File: src/rtl/i2s_pkg.sv
// Shared constants and types for the I2S transmit channel.
// Latency: n/a (types only).
// Backpressure: n/a.
package i2s_pkg;

    localparam int WORD_W = 32;
    localparam int WLEN_W = 5;

    typedef logic [WORD_W-1:0] i2s_word_t;

    // One staging slot between the FIFO handshake and a channel shift register.
    typedef struct packed {
        logic      full;
        i2s_word_t dat;
    } shadow_t;

endpackage

File: src/rtl/i2s_tx_shifter.sv
// Per-channel serialiser: holds one word and presents one bit per sck_i cycle.
// Latency: loaded word's first bit appears on sdo the cycle after load.
// Backpressure: none; load/shift/clr are driven by the channel controller.
//
// Ports:
//   sck_i, rst_i  serial clock, async active-high reset
//   load          capture load_dat (highest priority)
//   shift         advance one bit (left for MSB-first, right for LSB-first)
//   clr           zero the register (channel idle)
//   load_dat      word to load, right-aligned
//   wlen          bits per word minus 1 (selects MSB position)
//   lsb_first     1 = LSB first, 0 = MSB first
//   sdo           serial data out
module i2s_tx_shifter
    import i2s_pkg::*;
(
    input  logic              sck_i,
    input  logic              rst_i,
    input  logic              load,
    input  logic              shift,
    input  logic              clr,
    input  i2s_word_t         load_dat,
    input  logic [WLEN_W-1:0] wlen,
    input  logic              lsb_first,
    output logic              sdo
);

    i2s_word_t sr;

    always_ff @(posedge sck_i or posedge rst_i) begin
        if (rst_i) begin
            sr <= '0;
        end else if (load) begin
            sr <= load_dat;
        end else if (shift) begin
            // Zero fill on both directions so bits beyond the word never leak out.
            sr <= lsb_first ? (sr >> 1) : (sr << 1);
        end else if (clr) begin
            sr <= '0;
        end
    end

    // The output bit is taken straight from the register; MSB position
    // follows the configured word length.
    assign sdo = lsb_first ? sr[0] : sr[wlen];

endmodule

File: src/rtl/i2s_tx_channel.sv
// I2S transmit channel (ws slave): serialises FIFO words onto one or two data lines.
// Latency: first bit is valid after the 2nd sck_i rising edge following a ws change.
// Backpressure: fifo_data_ready_o only while enabled and the target shadow slot is empty.
//
// Ports:
//   sck_i, rst_i         serial clock, async active-high reset
//   i2s_ws_i             word select from the external master
//   i2s_ch0_o/ch1_o      serial data lines (ch1 only in 2-channel mode)
//   fifo_data_*          TX FIFO word / valid / ready
//   fifo_err_o           one-cycle underrun pulse
//   cfg_*                enable, 2-channel, word length-1, LSB-first
module i2s_tx_channel
    import i2s_pkg::*;
(
    input  logic              sck_i,
    input  logic              rst_i,
    input  logic              i2s_ws_i,
    output logic              i2s_ch0_o,
    output logic              i2s_ch1_o,
    input  i2s_word_t         fifo_data_i,
    input  logic              fifo_data_valid_i,
    output logic              fifo_data_ready_o,
    output logic              fifo_err_o,
    input  logic              cfg_en_i,
    input  logic              cfg_2ch_i,
    input  logic [WLEN_W-1:0] cfg_wlen_i,
    input  logic              cfg_lsb_first_i
);

    logic              ws_old;
    logic              started;
    logic              started_dly;
    logic              rst_done;
    logic              fifo_err;
    logic [WLEN_W-1:0] count;
    shadow_t           shadow0;
    shadow_t           shadow1;

    logic ws_edge;
    logic arm;
    logic word_done;
    logic load;
    logic underrun;
    logic fill0;
    logic fill1;
    logic accept;
    logic flush;

    assign ws_edge   = i2s_ws_i ^ ws_old;
    assign arm       = started & ~started_dly;
    assign word_done = started_dly & (count == cfg_wlen_i);
    assign load      = arm | word_done;

    // A single pulse covers a missing word on either channel.
    assign underrun  = load & (~shadow0.full | (cfg_2ch_i & ~shadow1.full));

    // Fill target: shadow0 first, then shadow1 in 2-channel mode, so FIFO
    // words alternate ch0, ch1.
    assign fill0     = ~shadow0.full;
    assign fill1     = shadow0.full & cfg_2ch_i & ~shadow1.full;

    // rst_done keeps ready low while reset is asserted, even with cfg_en_i high.
    assign fifo_data_ready_o = cfg_en_i & rst_done & (fill0 | fill1);
    assign accept            = fifo_data_valid_i & fifo_data_ready_o;
    assign flush             = ~started_dly & ~cfg_en_i;
    assign fifo_err_o        = fifo_err;

    // Frame alignment, start/stop and bit counter.
    always_ff @(posedge sck_i or posedge rst_i) begin
        if (rst_i) begin
            ws_old      <= 1'b0;
            started     <= 1'b0;
            started_dly <= 1'b0;
            rst_done    <= 1'b0;
            fifo_err    <= 1'b0;
            count       <= '0;
        end else begin
            ws_old      <= i2s_ws_i;
            rst_done    <= 1'b1;
            started_dly <= started;
            fifo_err    <= underrun;
            // Enable is only sampled at a frame boundary.
            if (ws_edge) begin
                started <= cfg_en_i;
            end
            if (!started_dly || word_done) begin
                count <= '0;
            end else begin
                count <= count + WLEN_W'(1);
            end
        end
    end

    // Shadow slots. A same-cycle load reads the old content (register read),
    // so a concurrent fill leaves the slot full with the new word; an empty
    // slot never bypasses to the shift register.
    always_ff @(posedge sck_i or posedge rst_i) begin
        if (rst_i) begin
            shadow0 <= '0;
            shadow1 <= '0;
        end else if (flush) begin
            shadow0.full <= 1'b0;
            shadow1.full <= 1'b0;
        end else begin
            if (accept && fill0) begin
                shadow0 <= '{full: 1'b1, dat: fifo_data_i};
            end else if (load) begin
                shadow0.full <= 1'b0;
            end
            if (accept && fill1) begin
                shadow1 <= '{full: 1'b1, dat: fifo_data_i};
            end else if (load && cfg_2ch_i) begin
                shadow1.full <= 1'b0;
            end
        end
    end

    i2s_tx_shifter u_sh0 (
        .sck_i     (sck_i),
        .rst_i     (rst_i),
        .load      (load),
        .shift     (started_dly & ~word_done),
        .clr       (~started_dly),
        .load_dat  (shadow0.full ? shadow0.dat : '0),
        .wlen      (cfg_wlen_i),
        .lsb_first (cfg_lsb_first_i),
        .sdo       (i2s_ch0_o)
    );

    // In mono mode ch1 is never loaded and is held cleared.
    i2s_tx_shifter u_sh1 (
        .sck_i     (sck_i),
        .rst_i     (rst_i),
        .load      (load & cfg_2ch_i),
        .shift     (started_dly & ~word_done & cfg_2ch_i),
        .clr       (~started_dly | ~cfg_2ch_i),
        .load_dat  (shadow1.full ? shadow1.dat : '0),
        .wlen      (cfg_wlen_i),
        .lsb_first (cfg_lsb_first_i),
        .sdo       (i2s_ch1_o)
    );

endmodule

File: config.mk
export PLATFORM = sky130hd
export DESIGN_NAME = i2s_tx_channel
export DESIGN_NICKNAME = d
export VERILOG_FILES = /design/src/rtl/i2s_pkg.sv /design/src/rtl/i2s_tx_shifter.sv /design/src/rtl/i2s_tx_channel.sv
export SDC_FILE = /design/constraint.sdc
export NUM_CORES = 1
export LEC_CHECK = 0
export CAP_MARGIN = 25
export CORE_ASPECT_RATIO = 1.1
export CORE_MARGIN = 2
export CORE_UTILIZATION = 55
export CTS_BUF_LIST = sky130_fd_sc_hd__clkbuf_4
export CTS_CLUSTER_DIAMETER = 40
export DETAILED_ROUTE_END_ITERATION = 6
export PLACE_DENSITY = 0.8
export SLEW_MARGIN = 20
export SYNTH_ARGS = -nofsm -noshare
export SYNTH_HDL_FRONTEND = slang
export SYNTH_SLANG_ARGS = --single-unit
File: constraint.sdc
create_clock -name sck_i -period 7.6 [get_ports sck_i]
set_input_delay 1.14 -clock sck_i [delete_from_list [all_inputs] [get_ports sck_i]]
set_output_delay 1.14 -clock sck_i [all_outputs]
set_load 0.05 [all_outputs]
==> impl_metrics.tcl <==
set metrics [dict create \
    cts_tree "done" \
    cp_max_fo 14 \
    start_util_pct 56.83 \
    grt_overflow 0 \
    finalClockSkew_ns 0.01143 \
    synthAdderAreaFrac_pct 0.1899 \
    synthSimpleGateAreaFrac_pct 6.665 \
    gp_congestion 0.8321 \
    syn_area_per_cell_um2 12.27 \
    fin_crit_sh_pct 73.21 \
    synth_xor_xnor_area_share_pct 1.196 \
    slew-limit-headroom_pct 38.74 \
    wire_per_inst_um 18.79 \
    syn_inst 537 \
    maxCapViolCount 0 \
    start_kind "primary input" \
    min_to "started_dly" \
    grt_setup_unrepaired "no" \
    yosysSeqAreaShare_pct 53.17 \
    cts.sinks 140 \
    cts_root_buf "clkbuf_4" \
    layout_commonest_cell "dfrtp_1" \
    hold_viol 0 \
    rows 41 \
    grt_pass1_vias 4579 \
    cts_resized 0 \
    dieArea_um2 12870 \
    clock_latency_ns 0.55 \
    path_class "primary input to output pin" \
    leakagePower_nw 3.245 \
    vdd_drop_max_mv 0.1465 \
    drc_errors 0 \
    timing.reg2reg.setup_slack_ns 5.59 \
    synth_warnings 0 \
    ys_types 43 \
    holdPathStages 0 \
    synthMuxAreaShare_pct 26.59 \
    r2r-end "u_sh1.sr[28]" \
    rr_worst_depth 5 \
    grt_pass1_wl_mm 23.34 \
    ys_seq_elements 140 \
    synth-compound-area-share_pct 8.431 \
    hp-start "started" \
    synth_top_family_by_area "multiplexers" \
    placed_cells 697 \
    hold_class "flip-flop to flip-flop" \
    slew_viol_final 0 \
    power.density_nw_per_um2 236.6 \
    via_per_inst 5.979 \
    areaGrowthSynthToFinish_pct 12.25 \
    fin_setup_tns_ns 0 \
    final_cell_count_no_fill 730 \
    vias 4365 \
    cts_setup_buffers 0 \
    drtAntennaViolNets 0 \
    io_buffers 47 \
    r2r_start "count[1]" \
    die_h_um 118.8 \
    clockBufferDepth 2 \
    setup_viol 0 \
    place_hpwl_mm 8.701 \
    hold_buffers 0 \
    arrival_ns 4.42 \
    outcome "complete, no violations" \
    synth_area_um2 6589 \
    worst_slew_pin_slew_ns 0.9189 \
    end_kind "output pin" \
    fmax_mhz 179.7 \
    post-route-min-period_ns 5.564 \
    antenna_found_initial 1 \
    critPathRequiredTime_ns 6.46 \
    cts_buffers 17 \
    io_pins 48 \
    h-tree-depth 4 \
    clk_pin_slew_worst_paths_ns 0.11 \
    drtIter0Drc 217 \
    fp.dieW_um 108.4 \
    drive_gt1_share_pct 20.90 \
    track_usage_pct 23.47 \
    wirelength_mm 13.72 \
    grt_max_degree 74 \
    final_nets 612 \
    mostFrequentLayoutCells "dfrtp_1, mux2i_1, nand2_1" \
    core_area_um2 11590 \
    synth_nets 582 \
    drt-pass1-iter-count 5 \
    holdWs_ns 0.4464 \
]
[synthesized netlist by cell type (all sizes together)]
master | n | share of area [%]
a31oi | 1 | 0.095
a21o | 1 | 0.11
a211oi | 4 | 0.61
o21bai | 1 | 0.11
nor3 | 2 | 0.15
and4b | 1 | 0.15
nand3b | 1 | 0.11
ha | 1 | 0.19
inv | 5 | 0.28
xor2 | 3 | 0.40
mux4 | 10 | 3.6
o32ai | 1 | 0.13
nand3 | 3 | 0.23
xnor2 | 6 | 0.80
nand2b | 3 | 0.28
nor2 | 6 | 0.34
mux2 | 67 | 11
buf | 27 | 2.4
nor4b | 2 | 0.27
conb | 1 | 0.057
or3 | 1 | 0.095
o21a | 1 | 0.11
clkbuf | 17 | 0.97
a22o | 2 | 0.27
nor2b | 3 | 0.28
and3 | 2 | 0.19
or3b | 2 | 0.27
o21ai | 2 | 0.21
a21bo | 1 | 0.15
mux2i | 76 | 12
dfrtp | 140 | 53
nand2 | 72 | 4.1
and2 | 2 | 0.19
a21boi | 1 | 0.11
o22ai | 67 | 6.4
a21oi | 2 | 0.15
[critical path, stage by stage]
cell,delay (ns)
clkdlybuf4s50_1,1.01
buf_4,0.37
mux2i_1,0.12
mux4_2,0.47
a22o_1,0.22
a211oi_2,0.23
clkdlybuf4s50_1,0.86
[stage by stage]
stage | instance area, um^2 | setup WS (ns) | util (%) | power (mW)
floorplan | 6589 | 2.707 | - | 1.176
global placement | 7089 | 2.123 | 61.15 | 1.255
detailed placement | 7091 | 2.069 | 61.16 | 1.277
CTS | 7372 | 2.055 | 63.59 | 1.760
global route | 7396 | 1.937 | 63.79 | 1.842
finish | 7396 | 2.036 | 63.79 | 1.750
[registers in the layout (all words and copies together) (netlist names), 5 cells and up]
name,flops
shadow1,33
shadow0,33
u_sh1.sr,32
u_sh0.sr,32
count,5
[cell families after synthesis]
| group | Yosys count |
|---|---|
| AO/OA/AOI/OAI | 84 |
| XOR/XNOR | 9 |
| adder cells (fa/ha/maj) | 1 |
| buffers and inverters | 49 |
| flip-flops | 140 |
| multiplexers | 153 |
| other | 1 |
| AND/OR/NAND/NOR | 100 |
[layer usage]
layer  GRT usage (%)  share of wire [%]  up-vias
met3           5.185                3.6       22
met2           38.29                 52       94
met5               0                  0        -
met1           30.51                 43     2225
met4           9.054                1.9        0
li1                -                  -     2024
[final cells by class]
type / instances / area (um^2)
fillers: 899 / 4198
flip-flops and latches: 140 / 3503
multi-input cells: 348 / 2859
repair buffers: 55 / 540.5
well taps: 150 / 187.7
clock buffers: 21 / 157.7
clock inverters: 10 / 123.9
inverters: 5 / 21.27
diodes: 1 / 2.502
[power breakdown]
| group | internal, mW | switching (mW) | leakage (nW) | total (mW) |
|---|---|---|---|---|
| clock | 0.236 | 0.252 | 0.156 | 0.487 |
| combinational | 0.159 | 0.154 | 1.25 | 0.313 |
| sequential | 0.867 | 0.0827 | 1.84 | 0.949 |
| total | 1.26 | 0.488 | 3.25 | 1.75 |
[how the worst max path moves through the flow]
| stage | depth (start not counted) | start | end | slack [ns] |
|---|---|---|---|---|
| floorplan | 1 | rst_i | count[0] | 2.71 |
| global placement | 7 | cfg_wlen_i[0] | i2s_ch1_o | 2.12 |
| detailed placement | 7 | cfg_wlen_i[0] | i2s_ch1_o | 2.07 |
| CTS | 7 | cfg_wlen_i[0] | i2s_ch1_o | 2.05 |
| global route | 7 | cfg_wlen_i[0] | i2s_ch1_o | 1.94 |
| finish | 7 | cfg_wlen_i[0] | i2s_ch1_o | 2.04 |
(Power assumes the default switching activity.)
